===== src/rtl/game_pkg.sv =====
// ============================================================================
// Module : game_pkg
// Brief  : Shared sprite ids, directions, reset positions and widths.
// Rev    : 1.0  initial release
// ============================================================================
`default_nettype none

package game_pkg;

    localparam int POS_X_W = 11;
    localparam int POS_Y_W = 10;

    // One-hot move directions
    localparam logic [3:0] RIGHT = 4'b0001;
    localparam logic [3:0] UP    = 4'b0010;
    localparam logic [3:0] DOWN  = 4'b0100;
    localparam logic [3:0] LEFT  = 4'b1000;

    typedef enum logic [2:0] {
        PACMAN = 3'd0,
        BLINKY = 3'd1,
        PINKY  = 3'd2,
        INKY   = 3'd3,
        CLYDE  = 3'd4
    } sprite_id_t;

    localparam logic [POS_X_W-1:0] PACMAN_RST_X = 11'd615;
    localparam logic [POS_Y_W-1:0] PACMAN_RST_Y = 10'd482;
    localparam logic [POS_X_W-1:0] BLINKY_RST_X = 11'd663;
    localparam logic [POS_Y_W-1:0] BLINKY_RST_Y = 10'd434;
    localparam logic [POS_X_W-1:0] PINKY_RST_X  = 11'd615;
    localparam logic [POS_Y_W-1:0] PINKY_RST_Y  = 10'd258;
    localparam logic [POS_X_W-1:0] INKY_RST_X   = 11'd503;
    localparam logic [POS_Y_W-1:0] INKY_RST_Y   = 10'd66;
    localparam logic [POS_X_W-1:0] CLYDE_RST_X  = 11'd615;
    localparam logic [POS_Y_W-1:0] CLYDE_RST_Y  = 10'd370;

    typedef enum logic [1:0] {
        ST_IDLE  = 2'd0,
        ST_ISSUE = 2'd1,
        ST_WAIT  = 2'd2,
        ST_DONE  = 2'd3
    } sched_state_t;

    function automatic logic is_onehot4(input logic [3:0] d);
        return (d != 4'b0000) && ((d & (d - 4'b0001)) == 4'b0000);
    endfunction

endpackage

`default_nettype wire


===== src/rtl/ghost_collision_cmp.sv =====
// ============================================================================
// Module : ghost_collision_cmp
// Brief  : Combinational |dx|<HIT_DIST && |dy|<HIT_DIST sprite overlap test.
// Rev    : 1.0  initial release
// ============================================================================
`default_nettype none

module ghost_collision_cmp
    import game_pkg::*;
#(
    parameter int HIT_DIST = 16
) (
    input  logic [POS_X_W-1:0] ax,
    input  logic [POS_Y_W-1:0] ay,
    input  logic [POS_X_W-1:0] bx,
    input  logic [POS_Y_W-1:0] by,
    output logic               hit
);

    logic signed [POS_X_W:0] dx;
    logic signed [POS_Y_W:0] dy;
    logic        [POS_X_W:0] adx;
    logic        [POS_Y_W:0] ady;

    // One extra bit keeps the difference exact, so magnitudes never wrap
    always_comb begin
        dx  = $signed({1'b0, ax}) - $signed({1'b0, bx});
        dy  = $signed({1'b0, ay}) - $signed({1'b0, by});
        adx = dx[POS_X_W] ? (~dx + 1'b1) : dx;
        ady = dy[POS_Y_W] ? (~dy + 1'b1) : dy;
        hit = (adx < (POS_X_W + 1)'(HIT_DIST)) && (ady < (POS_Y_W + 1)'(HIT_DIST));
    end

endmodule

`default_nettype wire


===== src/rtl/ghost_update_scheduler.sv =====
// ============================================================================
// Module : ghost_update_scheduler
// Brief  : Round-robin time-sharing of one ghost update unit across 4 slots.
//          Optional pacman collision check under `COLLISION_CHECK_EN.
// Rev    : 1.0  initial release
// ============================================================================
`default_nettype none

module ghost_update_scheduler
    import game_pkg::*;
#(
    parameter int NUM_GHOSTS = 4,
    parameter int TIMEOUT    = 16,
    parameter int HIT_DIST   = 16
) (
    input  logic        clk,
    input  logic        rst,
    input  logic        frame_tick,
    input  logic [3:0]  ghost_en,
    input  logic [10:0] pacman_pos_x,
    input  logic [9:0]  pacman_pos_y,
    output logic        unit_start,
    output logic [1:0]  unit_ghost_id,
    output logic [10:0] unit_pos_x,
    output logic [9:0]  unit_pos_y,
    output logic [3:0]  unit_prev_dir,
    input  logic        unit_done,
    input  logic [10:0] unit_new_x,
    input  logic [9:0]  unit_new_y,
    input  logic [3:0]  unit_dir,
    output logic [43:0] ghost_pos_x,
    output logic [39:0] ghost_pos_y,
    output logic [15:0] ghost_dir,
    output logic        busy,
    output logic        round_done,
    output logic        overrun,
    output logic        timeout_err,
    output logic        pacman_is_dead
);

    localparam int TMR_W = $clog2(TIMEOUT + 1);
    localparam logic [TMR_W-1:0] TMR_LAST = TMR_W'(TIMEOUT - 2);

    localparam logic [3:0][POS_X_W-1:0] RST_X = {CLYDE_RST_X, INKY_RST_X, PINKY_RST_X, BLINKY_RST_X};
    localparam logic [3:0][POS_Y_W-1:0] RST_Y = {CLYDE_RST_Y, INKY_RST_Y, PINKY_RST_Y, BLINKY_RST_Y};

    sched_state_t                state_q, state_d;
    logic [1:0]                  idx_q, idx_d;
    logic [TMR_W-1:0]            timer_q, timer_d;
    logic [3:0][POS_X_W-1:0]     pos_x_q, pos_x_d;
    logic [3:0][POS_Y_W-1:0]     pos_y_q, pos_y_d;
    logic [3:0][3:0]             dir_q, dir_d;
    logic                        unit_start_q, unit_start_d;
    logic [1:0]                  unit_ghost_id_q, unit_ghost_id_d;
    logic [POS_X_W-1:0]          unit_pos_x_q, unit_pos_x_d;
    logic [POS_Y_W-1:0]          unit_pos_y_q, unit_pos_y_d;
    logic [3:0]                  unit_prev_dir_q, unit_prev_dir_d;
    logic                        busy_q, busy_d;
    logic                        round_done_q, round_done_d;
    logic                        overrun_q, overrun_d;
    logic                        timeout_err_q, timeout_err_d;
    logic                        pacman_is_dead_q, pacman_is_dead_d;
    logic                        w_commit;
    logic                        w_hit;

    function automatic logic slot_enabled(input logic [1:0] id, input logic [3:0] en);
        return en[id] && (int'(id) < NUM_GHOSTS);
    endfunction

`ifdef COLLISION_CHECK_EN
    ghost_collision_cmp #(
        .HIT_DIST (HIT_DIST)
    ) u_collision_cmp (
        .ax  (unit_new_x),
        .ay  (unit_new_y),
        .bx  (pacman_pos_x),
        .by  (pacman_pos_y),
        .hit (w_hit)
    );
`else
    logic unused_cfg;
    assign w_hit      = 1'b0;
    assign unused_cfg = ^{pacman_pos_x, pacman_pos_y, w_commit, w_hit, 1'(HIT_DIST)};
`endif

    always_comb begin
        state_d          = state_q;
        idx_d            = idx_q;
        timer_d          = timer_q;
        pos_x_d          = pos_x_q;
        pos_y_d          = pos_y_q;
        dir_d            = dir_q;
        timeout_err_d    = timeout_err_q;
        w_commit         = 1'b0;
        overrun_d        = overrun_q | (frame_tick && (state_q != ST_IDLE));

        case (state_q)
            ST_IDLE: begin
                if (frame_tick && !pacman_is_dead_q) begin
                    state_d = ST_ISSUE;
                    idx_d   = 2'd0;
                end
            end
            ST_ISSUE: begin
                if (slot_enabled(idx_q, ghost_en)) begin
                    state_d = ST_WAIT;
                    timer_d = '0;
                end else if (idx_q == 2'd3) begin
                    state_d = ST_DONE;
                end else begin
                    idx_d = idx_q + 2'd1;
                end
            end
            ST_WAIT: begin
                if (unit_done || (timer_q == TMR_LAST)) begin
                    if (unit_done) begin
                        w_commit       = 1'b1;
                        pos_x_d[idx_q] = unit_new_x;
                        pos_y_d[idx_q] = unit_new_y;
                        if (is_onehot4(unit_dir)) begin
                            dir_d[idx_q] = unit_dir;
                        end
                    end else begin
                        timeout_err_d = 1'b1;
                    end
                    if (idx_q == 2'd3) begin
                        state_d = ST_DONE;
                    end else begin
                        state_d = ST_ISSUE;
                        idx_d   = idx_q + 2'd1;
                    end
                end else begin
                    timer_d = timer_q + TMR_W'(1);
                end
            end
            default: begin
                state_d = ST_IDLE;
                idx_d   = 2'd0;
            end
        endcase

`ifdef COLLISION_CHECK_EN
        pacman_is_dead_d = pacman_is_dead_q | (w_commit & w_hit);
`else
        pacman_is_dead_d = 1'b0;
`endif

        // Outputs look one state ahead so that they are registered yet
        // line up with the state they describe.
        unit_start_d    = (state_d == ST_ISSUE) && slot_enabled(idx_d, ghost_en);
        unit_ghost_id_d = idx_d;
        unit_pos_x_d    = pos_x_d[idx_d];
        unit_pos_y_d    = pos_y_d[idx_d];
        unit_prev_dir_d = dir_d[idx_d];
        busy_d          = (state_d != ST_IDLE);
        round_done_d    = (state_d == ST_DONE);
    end

    always_ff @(posedge clk) begin
        if (rst) begin
            state_q          <= ST_IDLE;
            idx_q            <= 2'd0;
            timer_q          <= '0;
            pos_x_q          <= RST_X;
            pos_y_q          <= RST_Y;
            dir_q            <= {4{LEFT}};
            unit_start_q     <= 1'b0;
            unit_ghost_id_q  <= 2'd0;
            unit_pos_x_q     <= BLINKY_RST_X;
            unit_pos_y_q     <= BLINKY_RST_Y;
            unit_prev_dir_q  <= LEFT;
            busy_q           <= 1'b0;
            round_done_q     <= 1'b0;
            overrun_q        <= 1'b0;
            timeout_err_q    <= 1'b0;
            pacman_is_dead_q <= 1'b0;
        end else begin
            state_q          <= state_d;
            idx_q            <= idx_d;
            timer_q          <= timer_d;
            pos_x_q          <= pos_x_d;
            pos_y_q          <= pos_y_d;
            dir_q            <= dir_d;
            unit_start_q     <= unit_start_d;
            unit_ghost_id_q  <= unit_ghost_id_d;
            unit_pos_x_q     <= unit_pos_x_d;
            unit_pos_y_q     <= unit_pos_y_d;
            unit_prev_dir_q  <= unit_prev_dir_d;
            busy_q           <= busy_d;
            round_done_q     <= round_done_d;
            overrun_q        <= overrun_d;
            timeout_err_q    <= timeout_err_d;
            pacman_is_dead_q <= pacman_is_dead_d;
        end
    end

    assign unit_start     = unit_start_q;
    assign unit_ghost_id  = unit_ghost_id_q;
    assign unit_pos_x     = unit_pos_x_q;
    assign unit_pos_y     = unit_pos_y_q;
    assign unit_prev_dir  = unit_prev_dir_q;
    assign ghost_pos_x    = pos_x_q;
    assign ghost_pos_y    = pos_y_q;
    assign ghost_dir      = dir_q;
    assign busy           = busy_q;
    assign round_done     = round_done_q;
    assign overrun        = overrun_q;
    assign timeout_err    = timeout_err_q;
    assign pacman_is_dead = pacman_is_dead_q;

endmodule

`default_nettype wire

===== config.mk =====
export PLATFORM = sky130hd
export DESIGN_NAME = ghost_update_scheduler
export DESIGN_NICKNAME = d
export VERILOG_FILES = /design/src/rtl/game_pkg.sv /design/src/rtl/ghost_collision_cmp.sv /design/src/rtl/ghost_update_scheduler.sv
export SDC_FILE = /design/constraint.sdc
export NUM_CORES = 1
export LEC_CHECK = 0
export ABC_AREA = 1
export CAP_MARGIN = 25
export CORE_ASPECT_RATIO = 1.1
export CORE_MARGIN = 4
export CORE_UTILIZATION = 50
export CTS_CLUSTER_SIZE = 24
export DETAILED_ROUTE_END_ITERATION = 16
export GPL_TIMING_DRIVEN = 0
export PLACE_DENSITY_LB_ADDON = 0.05
export SKIP_LAST_GASP = 1
export SLEW_MARGIN = 0
export SYNTH_ARGS = -nofsm -noshare
export SYNTH_HDL_FRONTEND = slang
export SYNTH_HIERARCHICAL = 1
export SYNTH_SLANG_ARGS = --single-unit

===== constraint.sdc =====
create_clock -name clk -period 4.9 [get_ports clk]
set_input_delay 0.49 -clock clk [delete_from_list [all_inputs] [get_ports clk]]
set_output_delay 0.49 -clock clk [all_outputs]
set_load 0.03 [all_outputs]

**After elaboration in Yosys (flattened, before gate mapping)**

Cells that the tools add are included.

- Register bits after elaboration: 139
- Bits in latches: 0
- Memory bits (writable): 0
- Memory bits (read-only): 0
- Output and inout port bits: 133
- Word-level logic and storage cells: 96
- Memories kept: 0

- Add/subtract/negate cells: 3
- Multiply operators: 0
- Div/mod/pow operators: 0
- Order comparisons: 3
- Equal/unequal tests: 8
- Shift-type cells: 0
- Mux-type cells: 43
- Bitwise gates (word level): 3
- Reductions and logical operators: 13

Operators by type and width:

| cell | count |
|---|---|
| 44-bit two-way mux | 3 |
| 40-bit two-way mux | 3 |
| 16-bit two-way mux | 4 |
| 44-bit bitwise mux | 1 |
| 40-bit bitwise mux | 1 |
| 11-bit binary-select mux with 2-bit select | 1 |
| 11-bit demux with 2-bit select | 1 |
| 11-bit two-way mux | 2 |
| 10-bit binary-select mux with 2-bit select | 1 |
| 10-bit demux with 2-bit select | 1 |
| 10-bit two-way mux | 2 |
| 2-bit two-way mux | 9 |
| 16-bit bitwise mux | 1 |
| 2-bit case mux with 3 select lines | 2 |
| 5-bit two-way mux | 2 |
| 5-bit case mux with 2 select lines | 1 |
| 4-bit binary-select mux with 2-bit select | 1 |
| 4-bit demux with 2-bit select | 1 |
| 4-bit two-way mux | 2 |
| 2-bit equality test, second input constant | 3 |
| 2-bit by 3-bit less-than comparator with 1-bit output, second input constant | 2 |
| 3-bit AND reduction | 2 |
| 2-bit nonzero test | 3 |
| 5-bit by 1-bit adder with 5-bit output, second input constant | 1 |
| 16 further kinds | 23 |

**Longest topological paths before layout**

Gate-level depths: netlist of run 1.

- Depth after elaboration: 11
- Gate-level depth with buffers: 15

**Worst setup path after synthesis of run 1**

OpenSTA, ideal clock, no wires.

- Kind: reg-to-reg
- Start point: register, netlist name unit_ghost_id[0]
- End point: register unit_pos_x_q[3] (netlist: unit_pos_x[3])
- Arrival time: 1.650 ns
- Slack: 3.137 ns
- Stages on the path, launching flop included: 14
- Path buffers: 2
- Path through: dfxtp_1 > buf_6 > inv_2 > nand2_1 > nand2_1 > nand2_1 > nand3_1 > nand2_1 > nand2_2 > nand2_4 > buf_2 > nand2_1 > nand3_1 > nand2_1

RTL lines:

| item | line | source |
|---|---|---|
| end signal, assigned | ghost_update_scheduler.sv:186 | `unit_pos_x_q <= unit_pos_x_d;` |
| end, declared | ghost_update_scheduler.sv:55 | `logic [POS_X_W-1:0] unit_pos_x_q, unit_pos_x_d;` |

**Worst setup path after layout of run 1**

- Start point: input port unit_done
- End point: register unit_pos_y_q[6] (netlist: unit_pos_y[6])

- Word-level cells in the longest chain between the ends: 5
- Elaborated cells on any way between the ends: 8
- Those cells by class: mux: 7; reduce/logical: 1

RTL lines:

| item | line | source |
|---|---|---|
| start, declared | ghost_update_scheduler.sv:27 | `input logic unit_done,` |
| 1-bit logical OR / 40-bit two-way mux (equally long branches) | ghost_update_scheduler.sv:115, ghost_update_scheduler.sv:116 |  |
| 2-bit two-way mux / 40-bit two-way mux (equally long branches) | ghost_update_scheduler.sv:115 | `if (unit_done \|\| (timer_q == TMR_LAST)) begin` |
| 2-bit case mux with 3 select lines / 40-bit two-way mux (equally long branches) | ghost_update_scheduler.sv:97 | `case (state_q)` |
| 10-bit binary-select mux with 2-bit select (*) | ghost_update_scheduler.sv:153 | `unit_pos_y_d = pos_y_d[idx_d];` |
| 10-bit two-way mux (not written as such) (*) | ghost_update_scheduler.sv:153 |  |
| end signal, assigned | ghost_update_scheduler.sv:187 | `unit_pos_y_q <= unit_pos_y_d;` |
| end, declared | ghost_update_scheduler.sv:56 | `logic [POS_Y_W-1:0] unit_pos_y_q, unit_pos_y_d;` |

Every way passes the cells marked *; elsewhere a longest branch is shown, timed or not. The select of a mux whose other input is x is not followed.
A chain may end at the register's enable or synchronous reset.

==> metrics.yaml, run 1 <==
reg2reg_depth: 13
hold_path_depth: 2
end_kind: "flop"
cts.sinks: 139
cts_buffers: 17
synth_top_flop_cell: "dfxtp_1"
cpMostUsedCell: "nand2_1"
io_pins: 187
clk_pin_slew_worst_paths_ns: 0.06
leakage_nw: 3.540
fill_cells: 945
layout-drive-gt1-share_pct: 12.15
r2r-end: "unit_pos_y[6]$_SDFF_PP0_"
finalHoldViolations: 0
viasPerCell: 5.391
synth_edf_count: 0
r2r_start: "timer_q[0]$_SDFFE_PP0P_"
status: "complete, no violations"
crit_chain: "clkdlybuf4s50_1 > inv_2 > nand3_1 > nor2_1 > nor2_1 > nand2_1 > nand2_4 > nand2_4 > buf_2 > nand2_1 > nand3_1 > nand2_1"
fp.dieArea_sq_um: 13660
start_kind: "input pin"
diodes: 0
ys_ff_latch: 139
crit_slowest_cell: "clkdlybuf4s50_1"
period_minus_slack_ns: 2.179
antenna_found_initial: 0
dpl_cell_area_sq_um: 7747
rows: 41
crit_buf_inv: 3
area_growth_pct: 41.94
dp.final_hpwl_um: 13600
synth.top_cell.area_share_pct: 46.94
rsz0062_at_grt: "no"
port_buffers: 163
yosysSeqAreaShare_pct: 46.94
cts-root-buf: "clkbuf_16"
min_to: "overrun$_SDFF_PP0_"
ff2ff_setup_slack_ns: 2.79
critPathMaxFanout: 10
clkPwrFrac_pct: 48.1
post_cts_resize_count: 0
internal_power_mw: 2.235
ctsHtreeMaxLevel: 4
die_x_um: 111.8
synth_most_common_cell: "nand2_1"
grt_first_pass_wirelength_um: 30750
gp_congestion: 0.9080
critPathKind: "in -> reg"
ant_nets: 0
period_share_pct: 44.47
max_stage_delay_ns: 0.51
yosys.cell_types.count: 33
async_flop_share_pct: 0
finalClockSkew_ns: 0.01133
cts_setup_buffers: 0
hold_class: "reg -> reg"
power.share.switching_pct: 25.68
critPathTopFamily: "simple AND/OR/NAND/NOR gates"
postCtsHoldBufs: 0
tightest_slew_ns: 0.7096
drt_first_pass_iters: 5
setup_viol: 0
num_vias: 6221
p_per_area_nw_per_um2: 357.3
cap_violations: 0
final_area_sq_um: 8414
grt_pass1_vias: 5990
grt_max_degree: 17
yosysTopAreaCell: "dfxtp_1"
fin_setup_tns_ns: 0
drt_iter0_markers: 500
synth_area_per_cell_sq_um: 7.328
routedWlPerCell_um: 17.15
pwr-share-comb_pct: 12.9
critPathRequiredTime_ns: 5.22
synthTopCellsByCount: "nand2_1 (175), dfxtp_1 (139), nor2_1 (126)"
finalMaxSlewViolations: 0
ir_worst_vdd_uv: 203.2
fin_nets: 1047
syn_area_sq_um: 5928
yosys-top-cells-area: "dfxtp_1 (47%), nand2_1 (11%), nor2_1 (8.0%), nand3_1 (7.3%), a21oi_1 (3.5%)"
fp.dieH_um: 122.2
synth_nets: 865
initial_core_util_pct: 51.36
cp.arrival_ns: 2.50
yosysWarnings: 6
core_area_sq_um: 11540
min_from: "overrun$_SDFF_PP0_"
seq_power_share_pct: 39.1
slew_headroom_pct: 52.69
fmax_ghz: 0.4589
cts_buffer_depth: 2
syn-instance-count: 809
p_switching_uw: 772.1
insertion_delay_ns: 0.43
drc: 0
drt_wl_total_um: 19790
cts_tree: "done"
grt.overflow.total: 0
grt.total_usage_pct: 28.93
## registers in the layout, indices dropped and copies added, names as in the netlist
signal and cells:
ghost_pos_x 44, ghost_pos_y 40, ghost_dir 16, unit_pos_x 11
unit_pos_y 10, timer_q 5, unit_prev_dir 4, state_q 2
unit_ghost_id 2, busy 1, overrun 1, round_done 1
timeout_err 1, unit_start 1
## through the flow
step	utilization, %	hold slack (ns)	power (mW)	std cells	setup slack (ns)
floorplan	-	0.4627	1.430	809	3.137
global placement	67.12	0.4561	1.577	1122	2.325
detailed placement	67.12	0.4715	1.579	1122	2.324
CTS	72.90	0.4842	3.001	1154	2.746
global route	72.90	0.5160	3.092	1154	2.633
finish	72.90	0.4777	3.007	1154	2.721
## cell usage in the layout, fill, tap and decap left out, types with 14 or more instances in the layout
master,instances
dfxtp_1,139
nor2_1,126
clkdlybuf4s50_1,163
buf_2,16
clkbuf_16,17
a21oi_1,42
or2_2,29
o21ai_0,24
inv_1,48
nand2_1,175
clkbuf_1,14
o22ai_1,32
nand3_1,87
## worst max-delay path by stage
stage,to,cells after the start,from
2_1_floorplan,unit_pos_x[3]$_SDFF_PP0_,13,unit_ghost_id[0]$_SDFF_PP0_
3_3_place_gp,unit_pos_y[6]$_SDFF_PP0_,12,unit_done
3_5_place_dp,unit_pos_y[6]$_SDFF_PP0_,12,unit_done
4_1_cts,unit_pos_y[6]$_SDFF_PP0_,12,unit_done
5_1_grt,unit_pos_y[6]$_SDFF_PP0_,12,unit_done
6_report,unit_pos_y[6]$_SDFF_PP0_,12,unit_done
## logic make-up (layout without fill, tap and decap cells)
family	Yosys count	count (layout)	synth area share [%]
AND/OR/NAND/NOR	457	457	34.42
flip-flops	139	139	46.94
AO/OA/AOI/OAI	106	106	9.878
buffers and inverters	102	297	7.978
adder cells (fa/ha/maj)	2	2	0.4221
XOR/XNOR	2	2	0.2955
other	1	1	0.06326
## power by group through the flow
stage                     clock network (mW)  registers (mW)  logic (mW)
after floorplan                            0            1.25       0.176
after global placement                     0            1.20       0.379
after detailed placement                   0            1.20       0.380
after CTS                               1.44            1.17       0.383
after global routing                    1.50            1.18       0.417
final                                   1.44            1.17       0.388
## cell type report
type                            instances  area [sq um]  share of cell area [%]
Sequential cell                       139          2783                   33.07
Multi-Input combinational cell        568          2673                   31.76
Timing Repair Buffer                  163          1632                   19.39
Clock buffer                           19         452.9                   5.383
Buffer                                 43         249.0                   2.959
Inverter                               59         224.0                   2.662
Clock inverter                         13         214.0                   2.543
Tap cell                              150         187.7                   2.230
## layer usage
layer | up-vias | wire (um) | GRT usage, %
met5 | - | 0 | 0
met4 | 0 | 708 | 14.52
met3 | 62 | 2081 | 8.544
met2 | 356 | 9283 | 46.93
met1 | 2828 | 7718 | 35.06
li1 | 2975 | - | -
## worst reg2reg max path: cells and delay by family (launching register included)
kind | cells | cell delay, ns
fa+ha+maj | 1 | 0.22
buf+inv | 2 | 0.37
flops | 1 | 0.37
simple gates | 10 | 1.04
No activity file was read; power rests on OpenSTA's default activity.
==> run 2, diff against run 1 <==
- CORE_UTILIZATION: 50 -> 47
- clock period: 4.9 -> 2.3 ns (I/O delays scaled with it)
==> run 2 against run 1 <==
  * First-iteration DRC count decreased by 20%
  * Clock skew decreased by 0.0048 ns
  * Routed wire length decreased by 0.92%
  * Hold slack got worse by 0.066 ns
  * Clock power increased by 110%
  * Clock-buffer cell count increased by 2
  * Power increased by 110%
  * Critical endpoint is now unit_pos_x[1]$_SDFF_PP1_
==> metrics.yaml, run 2 (synthesis results as in run 1) <==
status: "complete, no violations"  # unchanged
tightest_slew_ns: 0.6729  # was 0.7096 ns
slew_headroom_pct: 55.14  # was 52.69%
ctsHtreeMaxLevel: 4  # unchanged
hold_class: "in -> reg"  # was reg -> reg
dp.final_hpwl_um: 13720  # was 13600 um
rows: 42  # was 41
period_share_pct: 91.84
final_cell_mix: "nand2_1 (175), clkdlybuf4s50_1 (163), dfxtp_1 (139)"  # unchanged
r2r_start: "unit_ghost_id[0]$_SDFF_PP0_"  # was timer_q[0]$_SDFFE_PP0P_
drt_first_pass_iters: 5  # unchanged
cts.sinks: 139  # unchanged
ir_worst_vdd_uv: 527.8  # was 203.2 uV
fin_setup_tns_ns: 0  # unchanged
grt_pass1_vias: 5757  # was 5990
final_area_sq_um: 8404  # was 8414 sq um
critPathMaxFanout: 10  # unchanged
post_cts_resize_count: 0  # unchanged
cts_setup_buffers: 0  # unchanged
finalHoldViolations: 0  # unchanged
layout-drive-gt1-share_pct: 11.95  # was 12.15%
diodes: 0  # unchanged
largest_reg_flops: 44  # unchanged
mostFrequentLayoutCell: "nand2_1"  # unchanged
grt_busiest_layer: "met2"  # unchanged
startpoint: "unit_ghost_id[0]$_SDFF_PP0_"  # was unit_done
finalClockSkew_ns: 0.006561  # was 0.01133 ns
period_minus_slack_ns: 2.112
grt.total_usage_pct: 26.87  # was 28.93%
die_x_um: 115.1  # was 111.8 um
drc: 0  # unchanged
leakage_nw: 3.529  # was 3.540 nW
cp.arrival_ns: 2.47  # was 2.50 ns
dpl_cell_area_sq_um: 7752  # was 7747 sq um
clk_pin_slew_worst_paths_ns: 0.06  # about the same
viasPerCell: 5.249  # was 5.391
area_growth_pct: 41.77  # was 41.94%
fp.dieArea_sq_um: 14480  # was 13660 sq um
fmax_ghz: 0.4734
end_kind: "flop"  # unchanged
critPathKind: "reg -> reg"  # was in -> reg
cts_buffers: 17  # unchanged
drt_wl_total_um: 19610  # was 19790 um
start_kind: "flop"  # was input pin
setup_viol: 0  # unchanged
grt_max_degree: 17  # unchanged
use_met2_pct: 43.63  # was 46.93%
use_met3_pct: 6.862  # was 8.544%
p_per_area_nw_per_um2: 753.9  # was 357.3 nW/um^2
gp_congestion: 0.8824  # was 0.9080
initial_core_util_pct: 48.62  # was 51.36%
fin_nets: 1047  # unchanged
cts_tree: "done"  # unchanged
core_area_sq_um: 12190  # was 11540 sq um
postCtsHoldBufs: 0  # unchanged
drt_iter0_markers: 400  # was 500
grt.overflow.total: 0  # unchanged
io_pins: 187  # unchanged
antenna_found_initial: 0  # unchanged
cts-root-buf: "clkbuf_16"  # unchanged
min_from: "rst"  # was overrun$_SDFF_PP0_
fp.dieH_um: 125.8  # was 122.2 um
fill_cells: 1071  # was 945
regArea_sq_um: 2783  # unchanged
ant_nets: 0  # unchanged
cap_violations: 0  # unchanged
dp_cells: 1126  # was 1122
gr-usage-met1_pct: 34.52  # was 35.06%
num_vias: 6078  # was 6221
stdcell_count: 1158  # was 1154
finalMaxSlewViolations: 0  # unchanged
grt_first_pass_wirelength_um: 30330  # was 30750 um
insertion_delay_ns: 0.41  # was 0.43 ns
utilization_pct: 68.93  # was 72.90%
port_buffers: 163  # unchanged
critPathRequiredTime_ns: 2.66  # was 5.22 ns
cts_buffer_depth: 2  # unchanged
routedWlPerCell_um: 16.93  # was 17.15 um
rsz0062_at_grt: "no"  # unchanged
multi_input_area_sq_um: 2673  # unchanged
## run 2: worst max-delay path, cell delays in order (launching register included)
cell and delay (ns):
dfxtp_1 0.33, buf_6 0.14, inv_2 0.07, nand3_2 0.29, nor2_4 0.37, buf_6 0.23, nor2_1 0.06, a21oi_1 0.18
nand3_1 0.13, nand3_1 0.13, nand2_1 0.08, inv_1 0.05
## run 2: metrics by stage
stage / hold slack [ns] / power, mW / setup WS [ns]
floorplan: 0.3616 / 3.047 / 0.5372
global placement: 0.4530 / 3.364 / -0.01963
detailed placement: 0.4612 / 3.366 / 0.003457
CTS: 0.4091 / 6.346 / 0.2511
global route: 0.4464 / 6.531 / 0.05766
finish: 0.4121 / 6.336 / 0.1876
## run 2: path summary, 6_finish.rpt
kind	end	slack, ns	cells after the start
setup reg to reg	unit_pos_x[1]$_SDFF_PP1_	0.19	11
hold reg to reg	overrun$_SDFF_PP0_	0.47	2
setup / recovery	unit_pos_x[1]$_SDFF_PP1_	0.19	11
hold / removal	ghost_dir[7]$_SDFF_PP1_	0.41	3
## run 2: layout make-up
cell class | count | share of cell area [%]
multi-input combinational | 568 | 31.80
timing repair buffer | 163 | 19.41
clock buffer | 21 | 5.479
inverter | 59 | 2.665
buffer | 43 | 2.963
tap | 154 | 2.293
sequential | 139 | 33.11
clock inverter | 11 | 2.278
## run 2: report_power, final
part	internal [mW]	leakage, nW	switching (mW)	total (mW)
clock	1.98	0.309	1.03	3.01
sequential	2.47	1.13	0.0273	2.50
combinational	0.296	2.09	0.525	0.822
total	4.75	3.53	1.59	6.34
## run 2: metal layers
| metal | wire length, um | up-vias |
|---|---|---|
| li1 | - | 2981 |
| met1 | 8020 | 2741 |
| met2 | 9052 | 312 |
| met3 | 2034 | 44 |
| met4 | 503 | 0 |
| met5 | 0 | - |
